File: src/rtl/serial_adder_pkg.sv
// Shared types and helpers for the bit-serial adder.
package serial_adder_pkg;

    // Controller states; encoding fixed so it reads the same in waveforms.
    typedef enum logic [1:0] {
        ST_IDLE  = 2'd0,
        ST_SHIFT = 2'd1,
        ST_DONE  = 2'd2
    } state_t;

    // Bit-counter width for a given operand width (at least one bit).
    function automatic int unsigned cnt_w(input int unsigned width);
        return (width < 2) ? 1 : $clog2(width);
    endfunction

endpackage

File: src/rtl/full_adder_bit.sv
// Single-bit full-adder cell used once by the serial datapath.
module full_adder_bit (
    input  logic x,
    input  logic y,
    input  logic ci,
    output logic s,
    output logic co
);

    // Sum is parity; carry is the majority of the three inputs.
    always_comb begin
        s  = x ^ y ^ ci;
        co = (x & y) | (x & ci) | (y & ci);
    end

endmodule

File: src/rtl/serial_adder_fsm.sv
// Bit-serial ripple adder: {cout, sum} = a + b + cin, one bit per clock, LSB first.
// Optional SERIAL_ADDER_OVF_EN adds a signed-overflow output (ovf).
module serial_adder_fsm
    import serial_adder_pkg::*;
#(
    parameter int unsigned WIDTH = 8
) (
    input  logic             clk,
    input  logic             rst_n,
    input  logic             in_valid,
    output logic             in_ready,
    input  logic [WIDTH-1:0] a,
    input  logic [WIDTH-1:0] b,
    input  logic             cin,
    output logic             out_valid,
    input  logic             out_ready,
    output logic [WIDTH-1:0] sum,
    output logic             cout
`ifdef SERIAL_ADDER_OVF_EN
    ,
    output logic             ovf
`endif
);

    localparam int unsigned      CNT_W    = cnt_w(WIDTH);
    localparam logic [CNT_W-1:0] CNT_LAST = CNT_W'(WIDTH - 1);

    state_t             state_q, state_d;
    logic [WIDTH-1:0]   a_q, a_d;
    logic [WIDTH-1:0]   b_q, b_d;
    logic               carry_q, carry_d;
    logic [CNT_W-1:0]   cnt_q, cnt_d;
    logic [WIDTH-1:0]   sum_d;
    logic               cout_d;
    logic               in_ready_d;
    logic               out_valid_d;
    logic               fa_s;
    logic               fa_co;
`ifdef SERIAL_ADDER_OVF_EN
    logic               ovf_d;
`endif

    // One shared full-adder cell fed by the operand LSBs and the carry flop.
    full_adder_bit u_fa (
        .x  (a_q[0]),
        .y  (b_q[0]),
        .ci (carry_q),
        .s  (fa_s),
        .co (fa_co)
    );

    // Next-state and next-datapath values.
    always_comb begin
        state_d = state_q;
        a_d     = a_q;
        b_d     = b_q;
        carry_d = carry_q;
        cnt_d   = cnt_q;
        sum_d   = sum;
        cout_d  = cout;
`ifdef SERIAL_ADDER_OVF_EN
        ovf_d   = ovf;
`endif

        unique case (state_q)
            ST_IDLE: begin
                if (in_valid && in_ready) begin
                    a_d     = a;
                    b_d     = b;
                    carry_d = cin;
                    cnt_d   = '0;
                    sum_d   = '0;
                    cout_d  = 1'b0;
`ifdef SERIAL_ADDER_OVF_EN
                    ovf_d   = 1'b0;
`endif
                    state_d = ST_SHIFT;
                end
            end
            ST_SHIFT: begin
                sum_d   = {fa_s, sum[WIDTH-1:1]};
                carry_d = fa_co;
                a_d     = a_q >> 1;
                b_d     = b_q >> 1;
                cnt_d   = cnt_q + CNT_W'(1);
                if (cnt_q == CNT_LAST) begin
                    cout_d  = fa_co;
`ifdef SERIAL_ADDER_OVF_EN
                    // carry_q is the carry into the MSB on this final step.
                    ovf_d   = carry_q ^ fa_co;
`endif
                    state_d = ST_DONE;
                end
            end
            ST_DONE: begin
                if (out_ready) begin
                    state_d = ST_IDLE;
                end
            end
            default: begin
                state_d = ST_IDLE;
            end
        endcase

        in_ready_d  = (state_d == ST_IDLE);
        out_valid_d = (state_d == ST_DONE);
    end

    // State, datapath and registered handshake outputs.
    always_ff @(posedge clk or negedge rst_n) begin
        if (!rst_n) begin
            state_q   <= ST_IDLE;
            a_q       <= '0;
            b_q       <= '0;
            carry_q   <= 1'b0;
            cnt_q     <= '0;
            sum       <= '0;
            cout      <= 1'b0;
            in_ready  <= 1'b1;
            out_valid <= 1'b0;
        end else begin
            state_q   <= state_d;
            a_q       <= a_d;
            b_q       <= b_d;
            carry_q   <= carry_d;
            cnt_q     <= cnt_d;
            sum       <= sum_d;
            cout      <= cout_d;
            in_ready  <= in_ready_d;
            out_valid <= out_valid_d;
        end
    end

`ifdef SERIAL_ADDER_OVF_EN
    // Signed-overflow flag, valid alongside out_valid.
    always_ff @(posedge clk or negedge rst_n) begin
        if (!rst_n) begin
            ovf <= 1'b0;
        end else begin
            ovf <= ovf_d;
        end
    end
`endif

endmodule

File: config.mk
export PLATFORM = sky130hd
export DESIGN_NAME = serial_adder_fsm
export DESIGN_NICKNAME = d
export VERILOG_FILES = /design/src/rtl/serial_adder_pkg.sv /design/src/rtl/full_adder_bit.sv /design/src/rtl/serial_adder_fsm.sv
export SDC_FILE = /design/constraint.sdc
export NUM_CORES = 1
export LEC_CHECK = 0
export ABC_AREA = 1
export BUFFER_PORTS_ARGS = -buffer_cell sky130_fd_sc_hd__buf_4
export CORE_MARGIN = 1.5
export CORE_UTILIZATION = 35
export CTS_BUF_LIST = sky130_fd_sc_hd__clkbuf_4
export DETAILED_ROUTE_END_ITERATION = 16
export PLACE_DENSITY = 0.54
export SLEW_MARGIN = 20
export SYNTH_ARGS = -nofsm -noshare
export SYNTH_HDL_FRONTEND = slang
export SYNTH_HIERARCHICAL = 1
export SYNTH_SLANG_ARGS = --single-unit
File: constraint.sdc
create_clock -name clk -period 1.7 [get_ports clk]
set_clock_uncertainty 0.15 [all_clocks]
set_input_delay 0.425 -clock clk [delete_from_list [all_inputs] [get_ports clk]]
set_output_delay 0.425 -clock clk [all_outputs]
set_load 0.02 [all_outputs]
==> results of run 1 <==
## final cells by class
class,count,share of cell area (%)
sequential,33,42.9
multi-input combinational,146,34.2
timing repair buffer,39,16.0
tap,52,3.37
clock buffer,5,1.95
inverter,5,0.973
clock inverter,3,0.649
## layout by cell type, fill, tap and decap left out, drive strengths merged
| cell type | Yosys | routed |
|---|---|---|
| nand2 | 89 | 89 |
| nand3 | 45 | 45 |
| buf | 10 | 38 |
| dfrtp | 32 | 32 |
| clkbuf | 2 | 5 |
| inv | 5 | 5 |
| clkinv | 0 | 3 |
| o31ai | 2 | 2 |
| nor2 | 2 | 2 |
| ha | 2 | 2 |
| o21ai | 1 | 1 |
| nor3 | 1 | 1 |
| a21oi | 1 | 1 |
| nand4 | 1 | 1 |
| or2 | 1 | 1 |
| dlygate4sd3 | 0 | 1 |
| dfstp | 1 | 1 |
| fa | 1 | 1 |
## layer usage
metal  GRT usage, %  part of all wire (%)  up-vias
met4           5.13                  0.67        0
met5              0                     0        -
met3           5.05                   5.3        2
met1           20.9                    48      622
li1               -                     -      698
met2           22.3                    46       26
## state kept, by name, summed over array words and instances, names as in the netlist
name,count
sum,8
in_ready,1
cout,1
cnt_q,3
state_q,2
a_q,8
b_q,8
carry_q,1
out_valid,1
## power by group through the flow
stage	registers (W)	logic, W	clock network [W]
2_1_floorplan	0.00147	0.00114	0
5_1_grt	0.00141	0.00200	0.000476
3_5_place_dp	0.00139	0.00177	0
4_1_cts	0.00137	0.00177	0.000438
3_3_place_gp	0.00139	0.00177	0
6_report	0.00137	0.00175	0.000411
## logic make-up after synthesis
| group | count (synthesis) | share of synthesized area (%) |
|---|---|---|
| flops | 33 | 52.6 |
| buf+inv | 17 | 5.41 |
| simple gates | 139 | 37.3 |
| compound gates | 4 | 1.83 |
| fa+ha+maj | 3 | 2.86 |
## stage by stage
step,util [%],instances
after global placement,43.2,274
after global routing,44.6,283
after detailed placement,43.2,274
final,44.6,283
after CTS,44.6,283
after floorplan,-,196
## worst min-delay path by stage
stage | to | slack [ps] | depth (start not counted)
5_1_grt | state_q[1] | 110 | 2
3_5_place_dp | b_q[4] | 250 | 1
3_3_place_gp | b_q[4] | 250 | 1
2_1_floorplan | a_q[0] | -20 | 0
6_report | state_q[1] | 150 | 2
4_1_cts | out_valid | 120 | 2
==> summary.txt, run 1 <==
Finish
  • Final instance area: 0.00193 sq mm
  • Footprint of the multi-input gates: about 660 sq um
  • Layout filler cell count: around 440
  • Area Overhead vs Synth: 22.7%
  • Final nets: approximately 250
  • ANT cells: 0
  • FF/Latch Area: between 800 and 900 sq um
  • Layout cell share with drive strength beyond 1: ~22%

Clock tree
  • Post-CTS Hold Buffers: 1
  • Max Buffers Root-to-Sink: 2
  • Root Driver: clkbuf_4
  • CTS Buf Count: 5
  • TritonCTS sink count: 33
  • Clk Latency, worst-skew pair: 330 ps
  • Post-CTS resize count: 0
  • Worst-path clk slew: approximately 100 ps
  • Post-CTS Setup Inserts: 0
  • CTS tree: built
  • H-tree depth: 2

Worst setup path
  • Crit path buf inv count: 1
  • CP required: about 1100 ps
  • Crit path arrival time: 1000 ps
  • Reg2Reg Depth: 5
  • R2R setup slack: roughly 280 ps
  • Worst setup SP type: flop
  • CP Capture Type: primary output
  • Worst path depth: 1
  • R2r endpoint: cnt_q[0]
  • Worst-path fanout max: 2
  • CP Class: reg -> out
  • CP top delay family: flip-flops
  • Highest-delay cell along the critical path: dfstp_2
  • Worst r2r src: state_q[1]
  • Critical-path cell list: buf_4
  • Crit. Startpoint: in_ready
  • Crit path to: in_ready
  • Max incr delay on CP: 540 ps

Placed design
  • Detailed Place HPWL: 2.24 mm
  • Post-Place Setup Slack: about 300 ps
  • Placed cell area: 0.00187 sq mm
  • GP Congestion: slightly below 0.7
  • I/O Buffers: 31

Floorplanning
  • Initial Util: roughly 36%
  • DIE WIDTH: 70.0 um
  • Die Span Y: about 70 um
  • Die ar.: 0.00490 sq mm
  • CORE AREA: roughly 0.0043 sq mm
  • # IOs: 32
  • Num rows: 24

Timing
  • RSZ-0062 raised after global routing: no
  • Endpoints failing setup: 0
  • F_max: roughly 630 MHz
  • Worst hold slack: 146 ps
  • Max-slew headroom: between 70 and 80%
  • Final Hold Vio Count: 0
  • Final period util: between 90% and 100%
  • Final worst slack: 122 ps
  • Tmin final: 1580 ps
  • Setup tns final: 0 ps
  • Worst slew pin tran: around 420 ps
  • Fin. max-slew vios: 0

Yosys
  • Netlist Area Pre-Place: 0.00157 sq mm
  • Yosys warns: 6
  • Synth Instances: about 200
  • Yosys top cell area share: 50.9%
  • Post-synth ARST share: 100%
  • Most used DFF post-synth: dfrtp_1
  • Synth area leader: dfrtp_1
  • Syn nets: between 200 and 250
  • FF+latch count, synth: 33
  • Post-synth EDFFs: 0
  • Most frequent cell after synthesis: nand2_1
  • Netlist cell types: 20
  • Dominant cells by area after synthesis: dfrtp_1, nand2_1, nand3_1
  • Sequential share of the synthesized area: a little over half
  • Synth cell count leaders: nand2_1, nand3_1, dfrtp_1
  • Post-Syn Area per Cell: approximately 8.0 sq um

Detailed routing
  • Iteration-0 DRC Markers: between 60 and 70
  • Pre-antenna DRT Iters: 4
  • Number of remaining DRC errors: 0
  • ANT nets after route: 0
  • DR WL/cell: 12.2 um
  • Vias: 1348
  • Routed WL: between 3 and 4 mm
  • Vias per cell: 4.76

Run
  • Max-Cap Viols: 0

Run status
  • Status: completed

Pwr
  • Worst VDD drop: 661 uV
  • Seq pwr share: 38.9%
  • Power per Cell Area: approximately 1800 mW/mm^2
  • Clk pwr share: 11.6%
  • Switch Pwr: 0.00154 W
  • Design Power: about 0.0035 W
  • Switching share of power: 43.6%
  • Combinational Power Share: about half
  • Lkg Pwr: around 1.1 nW
  • Internal power: 0.00199 W

Global routing
  • Vias in the first global route: 1228
  • Total track usage: around 15%
  • Total grt overflow: 0
  • First-pass GRT wire length: 5.89 mm
  • Largest net degree at the start of global routing: 34
  • Initial antenna violation count: 0

Worst hold path
  • Hold_sp: out_ready
  • Worst min-delay path category: in -> reg
No activity file was read; power rests on OpenSTA's default activity.
==> run 2: changes to the inputs <==
Settings changed: SYNTH_HIERARCHICAL 1 to unset.
==> run 2 against run 1 <==
Die area up 2.7%. Hold slack lost 9.6 ps. Non-clock buffer count increased by 2. Synthesized cell count grew 2.6%. Critical path depth is the same. Count of clock-buffer cells in the layout grew 1. Wire length shrank 0.70%.
==> summary.txt, run 2 <==
Floorplanning
  • DIE WIDTH: 71.0 um (+1.3%)
  • # IOs: 32 (unchanged)
  • CORE AREA: 0.00441 sq mm (+2.1%)
  • Die Span Y: 71.0 um (+1.3%)
  • Die ar.: 0.00504 sq mm (+2.7%)
  • Num rows: 24 (unchanged)
  • Initial Util: 36.6% (+0.25 points)

Detailed routing
  • Vias per cell: 4.72 (-0.91%)
  • Vias: 1364 (+1.2%)
  • Met3 wire len: 104 um (-43%)
  • WL met1: 1.72 mm (+4.4%)
  • Pre-antenna DRT Iters: 4 (unchanged)
  • ANT nets after route: 0 (unchanged)
  • Number of remaining DRC errors: 0 (unchanged)
  • Highest Signal Layer: met4
  • DR WL/cell: 11.8 um (-2.8%)
  • Iteration-0 DRC Markers: 63 (-6.0%)
  • DR WL met2: 1.53 mm (-3.8%)
  • Routed WL: 3.42 mm (-0.70%)

Pwr
  • Combinational Power Share: 48.7% (-0.8 points)
  • Clk pwr share: 15.3% (+3.7 points)
  • Worst VDD drop: 619 uV (-6.4%)
  • Switch Pwr: 0.00157 W (+1.8%)
  • Power per Cell Area: 1890 mW/mm^2 (+3.4%)
  • Seq pwr share: 36.0% (-2.9 points)
  • Internal power: 0.00226 W (+14%)
  • Switching share of power: 40.9% (-2.7 points)
  • Lkg Pwr: 1.14 nW (+4.5%)

Yosys
  • Synth area leader: dfrtp_1
  • Post-synth ARST share: 100% (unchanged)
  • Dominant cells by area after synthesis: dfrtp_1, nand2_1, nand3_1
  • Synth Instances: 201 (+2.6%)
  • Most frequent cell after synthesis: nand2_1
  • Most used DFF post-synth: dfrtp_1
  • Post-Syn Area per Cell: 8.04 sq um (+0.23%)
  • Yosys warns: 0 (-6)
  • Post-synth EDFFs: 0 (unchanged)
  • Synth cell count leaders: nand2_1, nand3_1, dfrtp_1
  • Netlist Area Pre-Place: 0.00162 sq mm (+2.8%)
  • FF+latch count, synth: 33 (unchanged)
  • Netlist cell types: 19 (-5.0%)
  • Sequential share of the synthesized area: 51.2% (-1.4 points)
  • Yosys top cell area share: 49.5% (-1.4 points)
  • Syn nets: 225 (+2.3%)

Clock tree
  • Post-CTS Setup Inserts: 0 (unchanged)
  • CTS tree: built
  • Clk Latency, worst-skew pair: 330 ps (about the same)
  • Max Buffers Root-to-Sink: 2 (unchanged)
  • Root Driver: clkbuf_4
  • CTS Buf Count: 5 (unchanged)
  • Worst-path clk slew: 100 ps (about the same)
  • TritonCTS sink count: 33 (unchanged)
  • H-tree depth: 2 (unchanged)

Worst setup path
  • R2R setup slack: 280 ps (about the same)
  • CP Class: reg -> out
  • Crit path to: in_ready
  • Crit path buf inv count: 1 (unchanged)
  • Worst-path fanout max: 2 (unchanged)
  • Max incr delay on CP: 540 ps (about the same)
  • Crit. Startpoint: in_ready
  • Worst setup SP type: flop
  • CP top delay family: flip-flops
  • Worst r2r src: state_q[1]
  • Highest-delay cell along the critical path: dfstp_2
  • R2r endpoint: sum[5]
  • Crit path arrival time: 1000 ps (about the same)
  • Worst path depth: 1 (unchanged)
  • Reg2Reg Depth: 6 (+1)
  • Critical-path cell list: buf_4
  • CP required: 1120 ps (about the same)
  • CP Capture Type: primary output

Finish
  • ANT cells: 0 (unchanged)
  • Area Overhead vs Synth: 25.2%
  • Final nets: 260 (+2.4%)
  • Commonest non-fill, non-tap cell in the layout: nand2_1
  • Commonest cells after routing, fill and taps aside: nand2_1, nand3_1, buf_4
  • FF/Latch Area: 827 sq um (unchanged)
  • Layout cell share with drive strength beyond 1: 22.4% (+0.72 points)
  • Final instance area: 0.00202 sq mm (+4.9%)
  • Layout filler cell count: 457 (+3.2%)
  • Footprint of the multi-input gates: 671 sq um (+1.5%)
  • Biggest regs: a_q (8), b_q (8), sum (8)

Global routing
  • Total grt overflow: 0 (unchanged)
  • Largest net degree at the start of global routing: 34 (unchanged)
  • Total track usage: 15.0% (-0.14 points)
  • Initial antenna violation count: 0 (unchanged)
  • First-pass GRT wire length: 5.90 mm (+0.24%)
  • Vias in the first global route: 1308 (+6.5%)

Timing
  • Fin. max-slew vios: 0 (unchanged)
  • Worst slew pin tran: 420 ps (-4.33 ps)
  • Final Hold Vio Count: 0 (unchanged)
  • Tmin final: 1580 ps (+0.574 ps)
  • Setup tns final: 0 ps (unchanged)
  • Final period util: 92.8% (about the same)
  • F_max: 634 MHz (about the same)
  • Max-slew headroom: 72.0% (+0.29 points)
  • Endpoints failing setup: 0 (unchanged)
  • RSZ-0062 raised after global routing: no

Placed design
  • Detailed Place HPWL: 2.29 mm (+2.2%)
  • Placed cell area: 0.00193 sq mm (+3.5%)
  • GP Congestion: 0.724 (+4.7%)
  • I/O Buffers: 31 (unchanged)

Run status
  • Status: completed

Worst hold path
  • Worst min-delay path category: in -> reg

Run
  • Max-Cap Viols: 0 (unchanged)
run 2: metrics by stage:
step	hold WS (ps)	util [%]	instances	worst slack, ps	power (W)
after floorplan	-20.6	-	201	349	0.00269
after global placement	251	43.8	280	277	0.00327
after global routing	116	45.8	289	68.9	0.00421
after detailed placement	250	43.8	280	246	0.00329
final	136	45.8	289	122	0.00383
after CTS	120	45.8	289	99.4	0.00390
run 2: worst min-delay path by stage:
stage | from | to | slack, ps | depth (start not counted)
2_1_floorplan | rst_n | a_q[0] | -20 | 0
3_3_place_gp | rst_n | b_q[4] | 250 | 1
3_5_place_dp | rst_n | b_q[4] | 250 | 1
4_1_cts | b[7] | b_q[7] | 120 | 3
5_1_grt | b[7] | b_q[7] | 120 | 3
6_report | b[7] | b_q[7] | 140 | 3
run 2: cell families after synthesis:
kind of cell / Yosys count / synth area share, %
DFF: 33 / 51.2
and+or+nand+nor: 139 / 36.5
AOI/OAI and AO/OA: 4 / 2.24
adders and majority gates: 3 / 2.79
buffers and inverters: 22 / 7.35
run 2: area by class of cell:
type / count / area share, %
Clock buffer: 6 / 2.23
Clock inverter: 2 / 1.67
Inverter: 9 / 1.67
Multi-Input combinational cell: 146 / 33.1
Sequential cell: 33 / 40.9
Tap cell: 52 / 3.22
Timing Repair Buffer: 41 / 17.2
run 2: per-layer routing:
layer | up-vias | track usage, %
met3 | 5 | 3.42
li1 | 715 | -
met2 | 21 | 23.1
met5 | - | 0
met4 | 0 | 7.55
met1 | 623 | 19.9
run 2: what timing repair did:
| action | CTS | global route |
|---|---|---|
| hold buffers | 1 | 0 |
| resized for setup | 0 | 0 |
| hold endpoints to repair | 32 | 0 |
run 2: tightest hold or removal path: cells and delay by family:
kind                   cells  cell delay, ps
and+or+nand+nor            2              90
buffers and inverters      1              70
run 2: power groups by stage:
stage / clock network [W] / registers, W / logic, W
floorplan: 0 / 0.00146 / 0.00123
global placement: 0 / 0.00139 / 0.00188
detailed placement: 0 / 0.00140 / 0.00189
CTS: 0.000616 / 0.00138 / 0.00190
global route: 0.000653 / 0.00143 / 0.00213
finish: 0.000585 / 0.00138 / 0.00186
